## src/rtl/rom_reg_loader_pkg.sv

```systemverilog
// ---------------------------------------------------------------------------
// rom_reg_loader_pkg
// Shared constants for the ROM-to-register-bank loader and its bank.
//   ST_*        : loader FSM state encodings
//   BANK_DEPTH  : number of bank entries (one per mux input)
//   SEL_W       : width of the mux select / bank write index
// ---------------------------------------------------------------------------
package rom_reg_loader_pkg;

  localparam logic [1:0] ST_IDLE = 2'd0;
  localparam logic [1:0] ST_LOAD = 2'd1;
  localparam logic [1:0] ST_SCAN = 2'd2;

  localparam int BANK_DEPTH = 4;
  localparam int SEL_W      = 2;

endpackage

```

## src/rtl/rom_reg_loader_bank.sv

```systemverilog
// ---------------------------------------------------------------------------
// reg_bank4
// Four-entry register bank feeding the 4-to-1 mux data inputs.
// Ports:
//   clk    : rising-edge clock
//   reset  : asynchronous active-high clear of all entries
//   we     : write enable
//   widx   : entry index written when we=1
//   wdata  : write data
//   q0..q3 : current entry contents (mux in0..in3)
// ---------------------------------------------------------------------------
module reg_bank4
  import rom_reg_loader_pkg::*;
#(
  parameter int DATA_WIDTH = 32
) (
  input  logic                  clk,
  input  logic                  reset,
  input  logic                  we,
  input  logic [SEL_W-1:0]      widx,
  input  logic [DATA_WIDTH-1:0] wdata,
  output logic [DATA_WIDTH-1:0] q0,
  output logic [DATA_WIDTH-1:0] q1,
  output logic [DATA_WIDTH-1:0] q2,
  output logic [DATA_WIDTH-1:0] q3
);

  logic [DATA_WIDTH-1:0] bank [BANK_DEPTH];

  always_ff @(posedge clk or posedge reset) begin
    if (reset) begin
      for (int i = 0; i < BANK_DEPTH; i++) bank[i] <= '0;
    end else if (we) begin
      bank[widx] <= wdata;
    end
  end

  assign q0 = bank[0];
  assign q1 = bank[1];
  assign q2 = bank[2];
  assign q3 = bank[3];

endmodule

```

## src/rtl/rom_reg_loader.sv

```systemverilog
// ---------------------------------------------------------------------------
// rom_reg_loader
// On start, reads four consecutive ROM words into a 4-entry bank, then steps
// the mux select 0..3 (each value held HOLD_CYCLES cycles) and pulses done.
// Ports:
//   clk, reset        : clock, asynchronous active-high reset
//   start, base_addr  : launch request and first ROM address (idle only)
//   rom_en, rom_addr  : synchronous ROM read request
//   rom_data          : ROM read data, valid one cycle after the request edge
//   reg0..reg3        : bank entries, to mux in0..in3
//   sel, sel_valid    : mux select and its qualifier
//   busy, done        : sequence in progress, one-cycle completion pulse
// ---------------------------------------------------------------------------
module rom_reg_loader
  import rom_reg_loader_pkg::*;
#(
  parameter int DATA_WIDTH  = 32,
  parameter int ADDR_WIDTH  = 8,
  parameter int HOLD_CYCLES = 2
) (
  input  logic                  clk,
  input  logic                  reset,
  input  logic                  start,
  input  logic [ADDR_WIDTH-1:0] base_addr,
  output logic                  rom_en,
  output logic [ADDR_WIDTH-1:0] rom_addr,
  input  logic [DATA_WIDTH-1:0] rom_data,
  output logic [DATA_WIDTH-1:0] reg0,
  output logic [DATA_WIDTH-1:0] reg1,
  output logic [DATA_WIDTH-1:0] reg2,
  output logic [DATA_WIDTH-1:0] reg3,
  output logic [SEL_W-1:0]      sel,
  output logic                  sel_valid,
  output logic                  busy,
  output logic                  done
);

  localparam int                HOLD_W    = (HOLD_CYCLES > 1) ? $clog2(HOLD_CYCLES) : 1;
  localparam logic [HOLD_W-1:0] HOLD_LAST = HOLD_W'(HOLD_CYCLES - 1);

  logic [1:0]        state;
  // Edges elapsed in LOAD: 0..2 issue the next address, 3 ends the issue
  // phase, 1..4 capture the word requested two edges earlier.
  logic [2:0]        load_cnt;
  logic [HOLD_W-1:0] hold_cnt;
  logic              bank_we;
  logic [SEL_W-1:0]  bank_widx;

  // Capture stage: ROM word for entry k lands on LOAD edge k+1.
  assign bank_we   = (state == ST_LOAD) && (load_cnt != 3'd0);
  assign bank_widx = load_cnt[1:0] - 2'd1;

  reg_bank4 #(
    .DATA_WIDTH (DATA_WIDTH)
  ) u_bank (
    .clk   (clk),
    .reset (reset),
    .we    (bank_we),
    .widx  (bank_widx),
    .wdata (rom_data),
    .q0    (reg0),
    .q1    (reg1),
    .q2    (reg2),
    .q3    (reg3)
  );

  // Control: FSM, address counter and select hold counter.
  // rom_addr doubles as the latched base address; it is loaded with
  // base_addr on the start edge and only ever incremented after that.
  always_ff @(posedge clk or posedge reset) begin
    if (reset) begin
      state     <= ST_IDLE;
      load_cnt  <= '0;
      hold_cnt  <= '0;
      rom_en    <= 1'b0;
      rom_addr  <= '0;
      sel       <= '0;
      sel_valid <= 1'b0;
      busy      <= 1'b0;
      done      <= 1'b0;
    end else begin
      done <= 1'b0;
      case (state)
        ST_IDLE: begin
          if (start) begin
            state    <= ST_LOAD;
            busy     <= 1'b1;
            rom_en   <= 1'b1;
            rom_addr <= base_addr;
            load_cnt <= '0;
          end
        end
        ST_LOAD: begin
          load_cnt <= load_cnt + 3'd1;
          if (load_cnt < 3'd3) rom_addr <= rom_addr + ADDR_WIDTH'(1);
          if (load_cnt == 3'd3) rom_en <= 1'b0;
          if (load_cnt == 3'd4) begin
            state     <= ST_SCAN;
            sel       <= '0;
            sel_valid <= 1'b1;
            hold_cnt  <= '0;
          end
        end
        ST_SCAN: begin
          if (hold_cnt == HOLD_LAST) begin
            hold_cnt <= '0;
            if (sel == SEL_W'(BANK_DEPTH - 1)) begin
              state     <= ST_IDLE;
              sel       <= '0;
              sel_valid <= 1'b0;
              busy      <= 1'b0;
              done      <= 1'b1;
            end else begin
              sel <= sel + SEL_W'(1);
            end
          end else begin
            hold_cnt <= hold_cnt + HOLD_W'(1);
          end
        end
        default: state <= ST_IDLE;
      endcase
    end
  end

endmodule

```

## config.mk

```make
export PLATFORM = sky130hd
export DESIGN_NAME = rom_reg_loader
export DESIGN_NICKNAME = d
export VERILOG_FILES = /design/src/rtl/rom_reg_loader_pkg.sv /design/src/rtl/rom_reg_loader_bank.sv /design/src/rtl/rom_reg_loader.sv
export SDC_FILE = /design/constraint.sdc
export NUM_CORES = 1
export LEC_CHECK = 0
export CORE_MARGIN = 2
export CORE_UTILIZATION = 50
export CTS_CLUSTER_DIAMETER = 60
export DETAILED_ROUTE_END_ITERATION = 12
export GPL_TIMING_DRIVEN = 0
export HOLD_SLACK_MARGIN = 0.15
export PLACE_DENSITY = 0.85
export SLEW_MARGIN = 25
export SYNTH_ARGS = -nofsm -noshare
export SYNTH_HDL_FRONTEND = slang
export SYNTH_HIERARCHICAL = 1
export SYNTH_SLANG_ARGS = --single-unit
export TNS_END_PERCENT = 50
```

## constraint.sdc

```tcl
create_clock -name clk -period 7.9 [get_ports clk]
set_input_delay 1.185 -clock clk [delete_from_list [all_inputs] [get_ports clk]]
set_output_delay 1.185 -clock clk [all_outputs]
set_load 0.03 [all_outputs]
```

Word level (Yosys, flattened, before mapping)
Index checks and enable logic that the tools add are counted.

Flip-flop bits (word level): 148. Output and inout port bits: 142. Bits of input ports: 43.

Bitwise gates (word level): 1. Add/subtract/negate cells: 5. Eq/ne operators: 11. Reduce and logical (&&, ||, !) cells: 15. Multiplexer cells: 31. Order comparisons: 3.

Operators by type and width (number): 128-bit bitwise mux (1); 32-bit demux with 2-bit select (1); 32-bit 2-to-1 mux (1); 8-bit 2-to-1 mux (2); 8-bit case mux with 2 select lines (1); 2-bit 2-to-1 mux (7); 4-bit AND reduction (3); 1-bit 2-to-1 mux (10); 3-bit AND reduction (3); 8-bit by 1-bit adder with 8-bit output, second input constant (1); 1-bit case mux with 2 select lines (4); 2-bit by 1-bit inequality test with 1-bit output, second input constant (3); 2-bit inequality test, second input constant (3); 2-bit case mux with 3 select lines (1); 3-bit case mux with 2 select lines (1); 2-bit nonzero test (3); 2-bit equality test, second input constant (2); 2-bit case mux with 2 select lines (1); 2-bit AND reduction (2); 3-bit by 1-bit adder with 3-bit output, second input constant (1); 3-bit by 2-bit equality test with 1-bit output, second input constant (1); 3-bit equality test, second input constant (1); 3-bit greater-or-equal comparator, second input constant (1); 3-bit by 1-bit < comparator with 1-bit output, second input constant (1); other kinds (10) (11).

Logic depth before layout (Yosys ltp)
Gate-level depths: netlist (run 1).

Depth after elaboration: 7. Depth in mapped cells: 7.

Hierarchy
The synthesis (run 1) kept the hierarchy.

By module, submodules not included: reg_bank4 (sequential area each 3203.1 um2, cells an instance 273, area each 4748.3 um2, instances 1); rom_reg_loader (sequential area each 500.5 um2, cells an instance 118, area each 1084.8 um2, instances 1).

Worst setup path before layout (run 1)
No wires, ideal clock.

Path type: input-to-reg. Start point: input start. End point: register rom_addr[1]. Library setup time: 125 ps. Cell stages on the path: 4. Data arrival time: 2045 ps. Slack: 5731 ps. Buffers on the path: 0. Data required time: 7775 ps. Cell sequence: nor2b_1 > a31oi_4 > nor2_2 > mux2_2.

Longest elaborated chain between the ends: 2.

Ends and longest elaborated chain: start, declared (RTL line rom_reg_loader.sv:23) `input logic start,`; 2-bit inequality test (no line); 3-bit AND reduction (no line); end signal, assigned (RTL line rom_reg_loader.sv:89) `rom_addr <= base_addr;`; end signal, assigned (RTL line rom_reg_loader.sv:95) `if (load_cnt < 3'd3) rom_addr <= rom_addr + ADDR_WIDTH'(1);`; end, declared (RTL line rom_reg_loader.sv:26) `output logic [ADDR_WIDTH-1:0] rom_addr,`.

Every way passes these cells. A chain may end at the register's enable or synchronous reset.

Worst setup path in the final report (run 1)
Start point: register rom_addr[4]. End point: output rom_addr[4].

No word-level cell between the ends.

==> results of run 1 <==
## layer usage
metal	GRT usage [%]	share of wire (%)	vias up
li1	-	-	1807
met1	27.39	41	1992
met2	37.86	49	142
met3	8.747	8.8	16
met4	7.073	1.2	0
met5	0	0	-
## logic make-up after synthesis
kind of cell,count (synthesis)
buf+inv,28
fa+ha+maj,5
simple gates,43
mux,130
compound gates,37
flops,148
## cells in the mapped netlist (2+ instances only)
| master | number |
|---|---|
| nor2b_1 | 2 |
| nand4_1 | 2 |
| nand2b_1 | 2 |
| nor2_1 | 5 |
| a21oi_1 | 4 |
| nand2_1 | 14 |
| buf_2 | 13 |
| inv_1 | 11 |
| buf_4 | 3 |
| mux2_2 | 128 |
| ha_1 | 5 |
| o21ai_0 | 15 |
| dfrtp_1 | 148 |
| nand3_1 | 3 |
| o22ai_1 | 3 |
| a211oi_1 | 2 |
| a2bb2oi_1 | 6 |
| mux2_1 | 2 |
| nand3b_1 | 3 |
| a31oi_1 | 3 |
| nor3_1 | 6 |
## cell type report
type,instances,share of cell area [%]
Sequential cell,148,43.67
Multi-Input combinational cell,215,23.55
Timing Repair Buffer,185,22.04
Clock buffer,19,5.105
Tap cell,143,2.110
Clock inverter,12,1.874
Buffer,17,1.077
Inverter,11,0.5754
## through the flow
stage                     hold WS (ns)  power (mW)
after detailed placement        0.4797       3.975
after global placement          0.4729       3.902
final                           0.4942       4.767
after floorplan                 0.4856       2.954
after CTS                       0.4979       4.806
after global routing            0.5089       4.988
## power by group through the flow
stage	Combinational [mW]	Sequential (mW)	Clock (mW)
after global placement	2.55	1.36	0
after CTS	2.61	1.37	0.819
final	2.59	1.37	0.803
after global routing	2.72	1.42	0.848
after detailed placement	2.59	1.38	0
after floorplan	0.875	2.08	0
## state kept, by name, indices dropped and copies added (netlist names)
name / count
busy: 1
done: 1
hold_cnt: 1
load_cnt: 3
rom_addr: 8
rom_en: 1
sel: 2
sel_valid: 1
state: 2
u_bank/q0: 32
u_bank/q1: 32
u_bank/q2: 32
u_bank/q3: 32
## worst max path at each step
stage | from | endpoint | cells past startpoint
final | rom_addr[4] | rom_addr[4] | 1
after global routing | rom_addr[4] | rom_addr[4] | 1
after CTS | rom_addr[4] | rom_addr[4] | 1
after detailed placement | start | rom_addr[1] | 5
after global placement | reset | u_bank/q1[26] | 2
after floorplan | reset | u_bank/q0[0] | 1
==> results_tabular.tex, run 1 <==
\begin{tabular}{lr}
\hline
Metric & Value \\
\hline
\multicolumn{2}{l}{\textbf{Critical path}} \\
Type of the setup path with the least slack & reg -> out \\
Chain of cells forming the critical path & clkdlybuf4s50\_1 \\
Cell with the largest stage delay on the worst path & clkdlybuf4s50\_1 \\
Startpoint of the worst-slack reg-to-reg timing path & state[1] \\
Worst reg2reg endpoint & u\_bank/q0[6] \\
Category of the worst setup path launch point & register \\
Kind of cell with the highest combined delay on the critical path & buffers and inverters \\
Number of buffers and inverters on the critical path & 1 \\
Required time of the critical path & 6.71 ns \\
Worst Path Max Fanout & 8 \\
Register-to-Register Path Depth & 7 \\
Critical path data arrival time & 1.60 ns \\
Critical Path Max Stage Delay & 0.72 ns \\
Crit path capture type & output pin \\
Reg2reg setup slack & 5.44 ns \\
\multicolumn{2}{l}{\textbf{Finish}} \\
Commonest cells after routing, fill and taps aside & clkdlybuf4s50\_1, dfrtp\_1, mux2\_2, clkbuf\_16, o21ai\_0 \\
Layout overhead on the synthesized area & 45.39\% \\
Multi-input gate area & 1997 um\^{}2 \\
Filler cells & 779 \\
Number of standard cells in the final layout excluding fillers & 750 \\
Register Area & 3704 um\^{}2 \\
Net count, final & 643 \\
Share of the core filled with cells in the final layout & 74.27\% \\
Final instance area & 8481 um\^{}2 \\
Ratio of cells with drive above 1 in the final layout & 29.49\% \\
Most common library cell in the layout ignoring fill and taps & clkdlybuf4s50\_1 \\
Final antenna diode count & 0 \\
\multicolumn{2}{l}{\textbf{Job}} \\
Number of maximum-capacitance violations & 0 \\
\multicolumn{2}{l}{\textbf{Yosys}} \\
Post-Synthesis Cells & 391 \\
Ys Warns & 6 \\
EDFF count, synth & 0 \\
Main synth FF type & dfrtp\_1 \\
Dominant combinational cell family by area after synthesis & multiplexers \\
Total of flip-flops plus latches after synthesis & 148 \\
Netlist cell types & 32 \\
Area share of the largest cell type after synthesis & 63.49\% \\
Cell type contributing the most total cell area after synthesis & dfrtp\_1 \\
Portion of the post-synthesis area used by sequential elements & 63.49\% \\
Mean Syn Cell Area & 14.92 um\^{}2 \\
Total nets after synthesis & 439 \\
Compound-Gate Fraction of Synth Area & 4.183\% \\
Leading cell types by total area after synthesis & dfrtp\_1, mux2\_2, o21ai\_0 \\
Proportion of synthesized flip-flops having asynchronous set or reset & 100.0\% \\
Post-synthesis mux area share & 25.10\% \\
Simple logic cell fraction of the synthesized area & 3.882\% \\
Xor/xnor share of the synthesized area & 0\% \\
Total standard cell area after synthesis & 5833 um\^{}2 \\
Synthesized-area fraction occupied by adder cells & 1.073\% \\
\multicolumn{2}{l}{\textbf{GRT}} \\
Wire length of the first global-routing pass & 22400 um \\
Maximum number of pins on one net before global-route repair & 78 \\
Residual overflow from global routing & 0 \\
Vias in the first global route & 4253 \\
Antenna violations before repair & 0 \\
Overall fraction of global-route tracks in use & 22.63\% \\
\multicolumn{2}{l}{\textbf{Placement}} \\
RePlAce Congestion & 0.8584 \\
Worst slack at placement & 5.051 ns \\
Placed Instance Area & 7889 um\^{}2 \\
Cell count after placement & 719 \\
DP HPWL & 9660 um \\
Count of buffers inserted at the top-level ports & 184 \\
\multicolumn{2}{l}{\textbf{Power}} \\
Net Sw Frac & 40.25\% \\
Relative contribution of sequential cells to total power & 28.8\% \\
Maximum vdd ir drop & 0.0003550 V \\
Cell area power density & 562.1 nW/um\^{}2 \\
Leak Pwr & 3.556 nW \\
Clock network fraction of total power & 16.9\% \\
Switching component of the power & 1.919 mW \\
Logic gate share of total power & 54.3\% \\
Power Internal & 2.848 mW \\
\multicolumn{2}{l}{\textbf{Timing}} \\
Period Utilization, post-route & 35.23\% \\
Worst Tran Pin Value & 0.7560 ns \\
Post-route setup slack & 5.117 ns \\
Hold Vio Cnt, Final & 0 \\
Number of setup violations in the final report & 0 \\
RSZ-0062 raised after global routing & false \\
Rel. slew slack & 49.55\% \\
Worst Clk Skew & 0.01300 ns \\
Fin. max-slew vios & 0 \\
Final critical path time including I/O delays and setup & 2.783 ns \\
Aggregate negative setup slack & 0 ns \\
Maximum clock frequency & 0.3593 GHz \\
\multicolumn{2}{l}{\textbf{Clocking}} \\
Clock insertion delay at the later pin of the skew report & 0.41 ns \\
CTS tree & built \\
H-tree depth & 4 \\
Root buffer cell & clkbuf\_16 \\
Max clock buf depth & 2 \\
Count of hold buffers inserted by post-cts repair & 0 \\
Clock transition at the registers of the reported paths & 0.06 ns \\
CTS Sinks & 148 \\
Post CTS Setup Buffer Count & 0 \\
Inserted Clock Buffers & 17 \\
Number of resized instances in the post-cts repair step & 0 \\
\multicolumn{2}{l}{\textbf{Floorplan}} \\
DIE AREA & 12550 um\^{}2 \\
Starting density of the core & 51.08\% \\
Total number of placement rows & 39 \\
Y dimension of the die & 112.0 um \\
Die outline width & 112.0 um \\
Ports placed on the boundary & 185 \\
Core region area & 11420 um\^{}2 \\
\multicolumn{2}{l}{\textbf{Drt}} \\
TritonRoute pass-1 iters & 4 \\
Via count & 3957 \\
Residual DRC count & 0 \\
DR iter-0 viols & 230 \\
Mean routed wirelength per cell & 18.57 um \\
Total wire length after detailed routing & 13930 um \\
DRT antenna net count & 0 \\
Average via count per standard cell & 5.276 \\
\multicolumn{2}{l}{\textbf{Min path}} \\
Cell depth of the worst hold path & 1 \\
Worst min-delay path endpoint & sel\_valid \\
Worst min-delay path startpoint & sel\_valid \\
Type of the worst min-delay path & reg -> reg \\
\multicolumn{2}{l}{\textbf{Run status}} \\
Status & completed \\
\hline
\end{tabular}
(Power assumes the default switching activity.)
==> run 2, diff against run 1 <==
--- a/config.mk
+++ b/config.mk
@@ -6,12 +6,12 @@
 export NUM_CORES = 1
 export LEC_CHECK = 0
 export CORE_MARGIN = 2
-export CORE_UTILIZATION = 50
+export CORE_UTILIZATION = 42
 export CTS_CLUSTER_DIAMETER = 60
 export DETAILED_ROUTE_END_ITERATION = 12
 export GPL_TIMING_DRIVEN = 0
 export HOLD_SLACK_MARGIN = 0.15
-export PLACE_DENSITY = 0.85
+export PLACE_DENSITY = 0.76
 export SLEW_MARGIN = 25
 export SYNTH_ARGS = -nofsm -noshare
 export SYNTH_HDL_FRONTEND = slang
==> constraint.sdc (replaced) <==
create_clock -name clk -period 2.2 [get_ports clk]
set_input_delay 0.33 -clock clk [delete_from_list [all_inputs] [get_ports clk]]
set_output_delay 0.33 -clock clk [all_outputs]
set_load 0.03 [all_outputs]
==> results_tabular.tex, run 2 (synthesis results as in run 1) <==
\begin{tabular}{lr}
\hline
Metric & Value \\
\hline
\multicolumn{2}{l}{\textbf{Floorplan}} \\
Core region area & 13720 um\^{}2 \\
Y dimension of the die & 121.9 um \\
DIE AREA & 14850 um\^{}2 \\
Die outline width & 121.9 um \\
Ports placed on the boundary & 185 \\
Starting density of the core & 42.52\% \\
Total number of placement rows & 43 \\
\multicolumn{2}{l}{\textbf{Critical path}} \\
Chain of cells forming the critical path & buf\_2 > nand2b\_4 > buf\_4 > a21oi\_4 > nor3b\_4 > buf\_6 > buf\_6 > mux2\_2 \\
Most prevalent standard cell on the critical path & buf\_6 \\
Cell with the largest stage delay on the worst path & dfrtp\_1 \\
Type of the setup path with the least slack & reg -> reg \\
Number of buffers and inverters on the critical path & 4 \\
Critical path data arrival time & 2.36 ns \\
Category of the worst setup path launch point & register \\
Kind of cell with the highest combined delay on the critical path & buffers and inverters \\
Required time of the critical path & 2.49 ns \\
Critical Path Max Stage Delay & 0.36 ns \\
Crit path capture type & register \\
Worst Path Max Fanout & 10 \\
\multicolumn{2}{l}{\textbf{Drt}} \\
TritonRoute pass-1 iters & 5 \\
Residual DRC count & 0 \\
Total wire length after detailed routing & 14150 um \\
Average via count per standard cell & 5.036 \\
DRT antenna net count & 0 \\
Mean routed wirelength per cell & 17.78 um \\
Via count & 4009 \\
DR iter-0 viols & 165 \\
\multicolumn{2}{l}{\textbf{Clocking}} \\
Clock insertion delay at the later pin of the skew report & 0.41 ns \\
H-tree depth & 4 \\
CTS Sinks & 148 \\
Inserted Clock Buffers & 17 \\
Clock transition at the registers of the reported paths & 0.06 ns \\
CTS tree & built \\
Max clock buf depth & 2 \\
Root buffer cell & clkbuf\_16 \\
\multicolumn{2}{l}{\textbf{Finish}} \\
Net count, final & 651 \\
Filler cells & 1046 \\
Number of standard cells in the final layout excluding fillers & 796 \\
Layout overhead on the synthesized area & 49.64\% \\
Register Area & 3704 um\^{}2 \\
Multi-input gate area & 2022 um\^{}2 \\
Commonest cells after routing, fill and taps aside & clkdlybuf4s50\_1, dfrtp\_1, mux2\_2, clkbuf\_16, o21ai\_0 \\
Ratio of cells with drive above 1 in the final layout & 31.17\% \\
Most common library cell in the layout ignoring fill and taps & clkdlybuf4s50\_1 \\
Final instance area & 8728 um\^{}2 \\
Final antenna diode count & 0 \\
\multicolumn{2}{l}{\textbf{GRT}} \\
Wire length of the first global-routing pass & 22570 um \\
Vias in the first global route & 4264 \\
Residual overflow from global routing & 0 \\
Overall fraction of global-route tracks in use & 20.04\% \\
Antenna violations before repair & 0 \\
Maximum number of pins on one net before global-route repair & 34 \\
\multicolumn{2}{l}{\textbf{Timing}} \\
Period Utilization, post-route & 94.26\% \\
Rel. slew slack & 49.90\% \\
Post-route setup slack & 0.1263 ns \\
Fin. max-slew vios & 0 \\
Maximum clock frequency & 0.4822 GHz \\
Number of setup violations in the final report & 0 \\
Worst Clk Skew & 0.008599 ns \\
Hold Vio Cnt, Final & 0 \\
Worst Tran Pin Value & 0.7507 ns \\
RSZ-0062 raised after global routing & true \\
Final critical path time including I/O delays and setup & 2.074 ns \\
\multicolumn{2}{l}{\textbf{Placement}} \\
Cell count after placement & 759 \\
Count of buffers inserted at the top-level ports & 184 \\
Worst slack at placement & -0.3346 ns \\
DP HPWL & 10190 um \\
RePlAce Congestion & 0.8616 \\
Placed Instance Area & 7991 um\^{}2 \\
\multicolumn{2}{l}{\textbf{Power}} \\
Final Power & 17.54 mW \\
Cell area power density & 2009 nW/um\^{}2 \\
Leak Pwr & 3.658 nW \\
Maximum vdd ir drop & 0.001112 V \\
\multicolumn{2}{l}{\textbf{Run status}} \\
Status & completed \\
\multicolumn{2}{l}{\textbf{Min path}} \\
Type of the worst min-delay path & in -> async \\
\multicolumn{2}{l}{\textbf{Job}} \\
Number of maximum-capacitance violations & 0 \\
\hline
\end{tabular}
-- run 2: stage by stage --
stage | setup TNS [ns] | util, % | hold WS, ns
2_1_floorplan | 0 | - | 0.2938
3_5_place_dp | -11.91 | 58.25 | 0.4835
3_3_place_gp | -115.26 | 57.61 | 0.4734
6_report | 0 | 63.62 | 0.3565
4_1_cts | 0 | 63.26 | 0.3612
5_1_grt | -0.02070 | 63.62 | 0.3893
-- run 2: area by class of cell --
class | count | area share [%]
Tap cell | 180 | 2.580
Buffer | 17 | 1.405
Clock inverter | 14 | 2.294
Inverter | 11 | 0.5161
Clock buffer | 18 | 5.032
Sequential cell | 148 | 42.43
Timing Repair Buffer | 193 | 22.58
Multi-Input combinational cell | 215 | 23.17
-- run 2: worst paths after layout --
path / startpoint / endpoint / slack (ns) / depth (start not counted)
hold reg to reg: u_bank/q0[25] / u_bank/q0[25] / 0.50 / 1
setup reg to reg: state[1] / u_bank/q0[9] / 0.13 / 8
max in group asynchronous: reset / u_bank/q3[29] / 1.11 / 4
setup / recovery: state[1] / u_bank/q0[9] / 0.13 / 8
hold / removal: reset / u_bank/q1[19] / 0.36 / 2
min in group clk: u_bank/q0[25] / u_bank/q0[25] / 0.50 / 1
-- run 2: routing by layer --
| metal | vias to the layer above | part of all wire (%) | GRT usage [%] |
|---|---|---|---|
| met5 | - | 0 | 0 |
| met4 | 0 | 1.8 | 7.112 |
| met3 | 21 | 9.3 | 8.708 |
| met2 | 139 | 50 | 32.75 |
| met1 | 2031 | 39 | 23.62 |
| li1 | 1818 | - | - |
-- run 2: where the power goes --
| group | leakage (nW) | switching (mW) | internal, mW | total (mW) |
|---|---|---|---|---|
| registers | 1.73 | 0.807 | 4.14 | 4.94 |
| logic | 1.62 | 5.05 | 4.48 | 9.54 |
| clock network | 0.303 | 1.12 | 1.94 | 3.06 |
| total | 3.66 | 6.98 | 10.6 | 17.5 |
-- run 2: what timing repair did --
item,in CTS,in global routing
buffers inserted,3,2
gates resized for setup,5,17
hold endpoints to repair,0,0
setup endpoints to repair,114,115
hold buffers,0,0
==> run 3, diff against run 2 <==
--- a/config.mk
+++ b/config.mk
@@ -9,9 +9,9 @@
 export CORE_UTILIZATION = 42
 export CTS_CLUSTER_DIAMETER = 60
 export DETAILED_ROUTE_END_ITERATION = 12
-export GPL_TIMING_DRIVEN = 0
 export HOLD_SLACK_MARGIN = 0.15
 export PLACE_DENSITY = 0.76
+export REMOVE_ABC_BUFFERS = 1
 export SLEW_MARGIN = 25
 export SYNTH_ARGS = -nofsm -noshare
 export SYNTH_HDL_FRONTEND = slang
==> results_tabular.tex, run 3 (synthesis results as in run 1) <==
\begin{tabular}{lr}
\hline
Metric & Value \\
\hline
\multicolumn{2}{l}{\textbf{Run status}} \\
Status & completed \\
\multicolumn{2}{l}{\textbf{Timing}} \\
Worst Clk Skew & 0.007565 ns \\
RSZ-0062 raised after global routing & false \\
Worst Tran Pin Value & 0.7778 ns \\
Final critical path time including I/O delays and setup & 2.002 ns \\
Post-route setup slack & 0.1978 ns \\
Rel. slew slack & 48.09\% \\
Number of setup violations in the final report & 0 \\
Hold Vio Cnt, Final & 0 \\
Period Utilization, post-route & 91.01\% \\
Maximum clock frequency & 0.4994 GHz \\
Fin. max-slew vios & 0 \\
\multicolumn{2}{l}{\textbf{Drt}} \\
TritonRoute pass-1 iters & 4 \\
DRT antenna net count & 0 \\
Residual DRC count & 0 \\
Mean routed wirelength per cell & 18.40 um \\
Total wire length after detailed routing & 14410 um \\
DR iter-0 viols & 125 \\
Average via count per standard cell & 5.140 \\
Via count & 4025 \\
\multicolumn{2}{l}{\textbf{GRT}} \\
Residual overflow from global routing & 0 \\
Antenna violations before repair & 0 \\
Wire length of the first global-routing pass & 22710 um \\
Overall fraction of global-route tracks in use & 20.14\% \\
Maximum number of pins on one net before global-route repair & 48 \\
Vias in the first global route & 4246 \\
\multicolumn{2}{l}{\textbf{Critical path}} \\
Required time of the critical path & 2.50 ns \\
Critical Path Max Stage Delay & 0.41 ns \\
Type of the setup path with the least slack & reg -> reg \\
Cell with the largest stage delay on the worst path & dfrtp\_1 \\
Worst Path Max Fanout & 32 \\
Critical path data arrival time & 2.30 ns \\
Category of the worst setup path launch point & register \\
Chain of cells forming the critical path & inv\_1 > ha\_1 > a21oi\_1 > nor3b\_4 > buf\_12 > mux2\_2 \\
Crit path capture type & register \\
\multicolumn{2}{l}{\textbf{Clocking}} \\
Clock transition at the registers of the reported paths & 0.06 ns \\
Post CTS Setup Buffer Count & 0 \\
Root buffer cell & clkbuf\_16 \\
Inserted Clock Buffers & 17 \\
Number of resized instances in the post-cts repair step & 0 \\
Max clock buf depth & 2 \\
CTS Sinks & 148 \\
H-tree depth & 4 \\
Count of hold buffers inserted by post-cts repair & 0 \\
CTS tree & built \\
Clock insertion delay at the later pin of the skew report & 0.42 ns \\
\multicolumn{2}{l}{\textbf{Placement}} \\
RePlAce Congestion & 0.8938 \\
Worst slack at placement & 0.2435 ns \\
Count of buffers inserted at the top-level ports & 184 \\
Cell count after placement & 752 \\
DP HPWL & 9829 um \\
\multicolumn{2}{l}{\textbf{Power}} \\
Final Power & 17.50 mW \\
Leak Pwr & 3.617 nW \\
Cell area power density & 2029 nW/um\^{}2 \\
Maximum vdd ir drop & 0.001020 V \\
\multicolumn{2}{l}{\textbf{Finish}} \\
Ratio of cells with drive above 1 in the final layout & 29.35\% \\
Filler cells & 1023 \\
Final antenna diode count & 0 \\
Number of standard cells in the final layout excluding fillers & 783 \\
Layout overhead on the synthesized area & 47.85\% \\
Most common library cell in the layout ignoring fill and taps & clkdlybuf4s50\_1 \\
Commonest cells after routing, fill and taps aside & clkdlybuf4s50\_1, dfrtp\_1, mux2\_2, clkbuf\_16, o21ai\_0 \\
Net count, final & 639 \\
Share of the core filled with cells in the final layout & 62.86\% \\
\multicolumn{2}{l}{\textbf{Min path}} \\
Type of the worst min-delay path & in -> async \\
\multicolumn{2}{l}{\textbf{Floorplan}} \\
Die outline width & 121.9 um \\
Starting density of the core & 42.52\% \\
Y dimension of the die & 121.9 um \\
Ports placed on the boundary & 185 \\
DIE AREA & 14850 um\^{}2 \\
Core region area & 13720 um\^{}2 \\
Total number of placement rows & 43 \\
\multicolumn{2}{l}{\textbf{Job}} \\
Number of maximum-capacitance violations & 0 \\
\hline
\end{tabular}
-- run 3: cell count changes in the layout (fill, tap and decap cells not counted), moves of 2 or more --
cell | previous run | this run
clkbuf_1 | 0 | 2
buf_2 | 5 | 0
clkinvlp_4 | 4 | 1
clkinv_4 | 4 | 2
clkbuf_8 | 1 | 5
buf_12 | 3 | 6
buf_6 | 2 | 0
buf_4 | 10 | 8
clkbuf_4 | 3 | 0
inv_6 | 2 | 0
-- run 3: cell type report --
class	instances	area, um^2	area share [%]
sequential	148	3704	42.94
timing repair buffer	198	2022	23.44
multi-input combinational	215	2008	23.28
clock buffer	24	501.7	5.817
tap	180	225.2	2.611
clock inverter	7	120.1	1.393
inverter	11	43.79	0.5078
-- run 3: power breakdown --
part           internal [mW]  switching (mW)
Sequential              4.14           0.834
Combinational           4.46            5.06
Clock                   1.93            1.08
-- run 3: worst paths after layout --
| path | startpoint | endpoint | slack [ns] | cells past startpoint |
|---|---|---|---|---|
| min in group clk | u_bank/q0[25] | u_bank/q0[25] | 0.50 | 1 |
| hold / removal | reset | u_bank/q0[15] | 0.29 | 2 |
| setup reg to reg | load_cnt[0] | u_bank/q0[7] | 0.20 | 6 |
| hold reg to reg | u_bank/q0[25] | u_bank/q0[25] | 0.50 | 1 |
| max in group asynchronous | reset | busy | 1.25 | 2 |
| setup / recovery | load_cnt[0] | u_bank/q0[7] | 0.20 | 6 |
-- run 3: routing by layer --
| layer | vias to the layer above | wire (um) | global-route usage, % |
|---|---|---|---|
| li1 | 1801 | - | - |
| met1 | 2040 | 5861 | 24.13 |
| met2 | 169 | 6900 | 32.37 |
| met3 | 15 | 1477 | 8.895 |
| met4 | 0 | 170 | 7.112 |
| met5 | - | 0 | 0 |
-- run 3: per-stage QoR --
step | area [um^2] | setup TNS (ns) | hold slack [ns]
after global placement | 8003 | 0 | 0.4713
after detailed placement | 8003 | 0 | 0.4844
after floorplan | 5742 | -257.54 | 0.2938
final | 8625 | 0 | 0.2873
after CTS | 8625 | 0 | 0.2871
after global routing | 8625 | 0 | 0.3100
-- run 3: critical path: cells and delay by family, from the launching register on --
kind | cells | cell delay [ns]
AOI/OAI and AO/OA | 1 | 0.25
adders and majority gates | 1 | 0.24
buffers and inverters | 2 | 0.34
DFF | 1 | 0.41
muxes | 1 | 0.37
and+or+nand+nor | 1 | 0.26
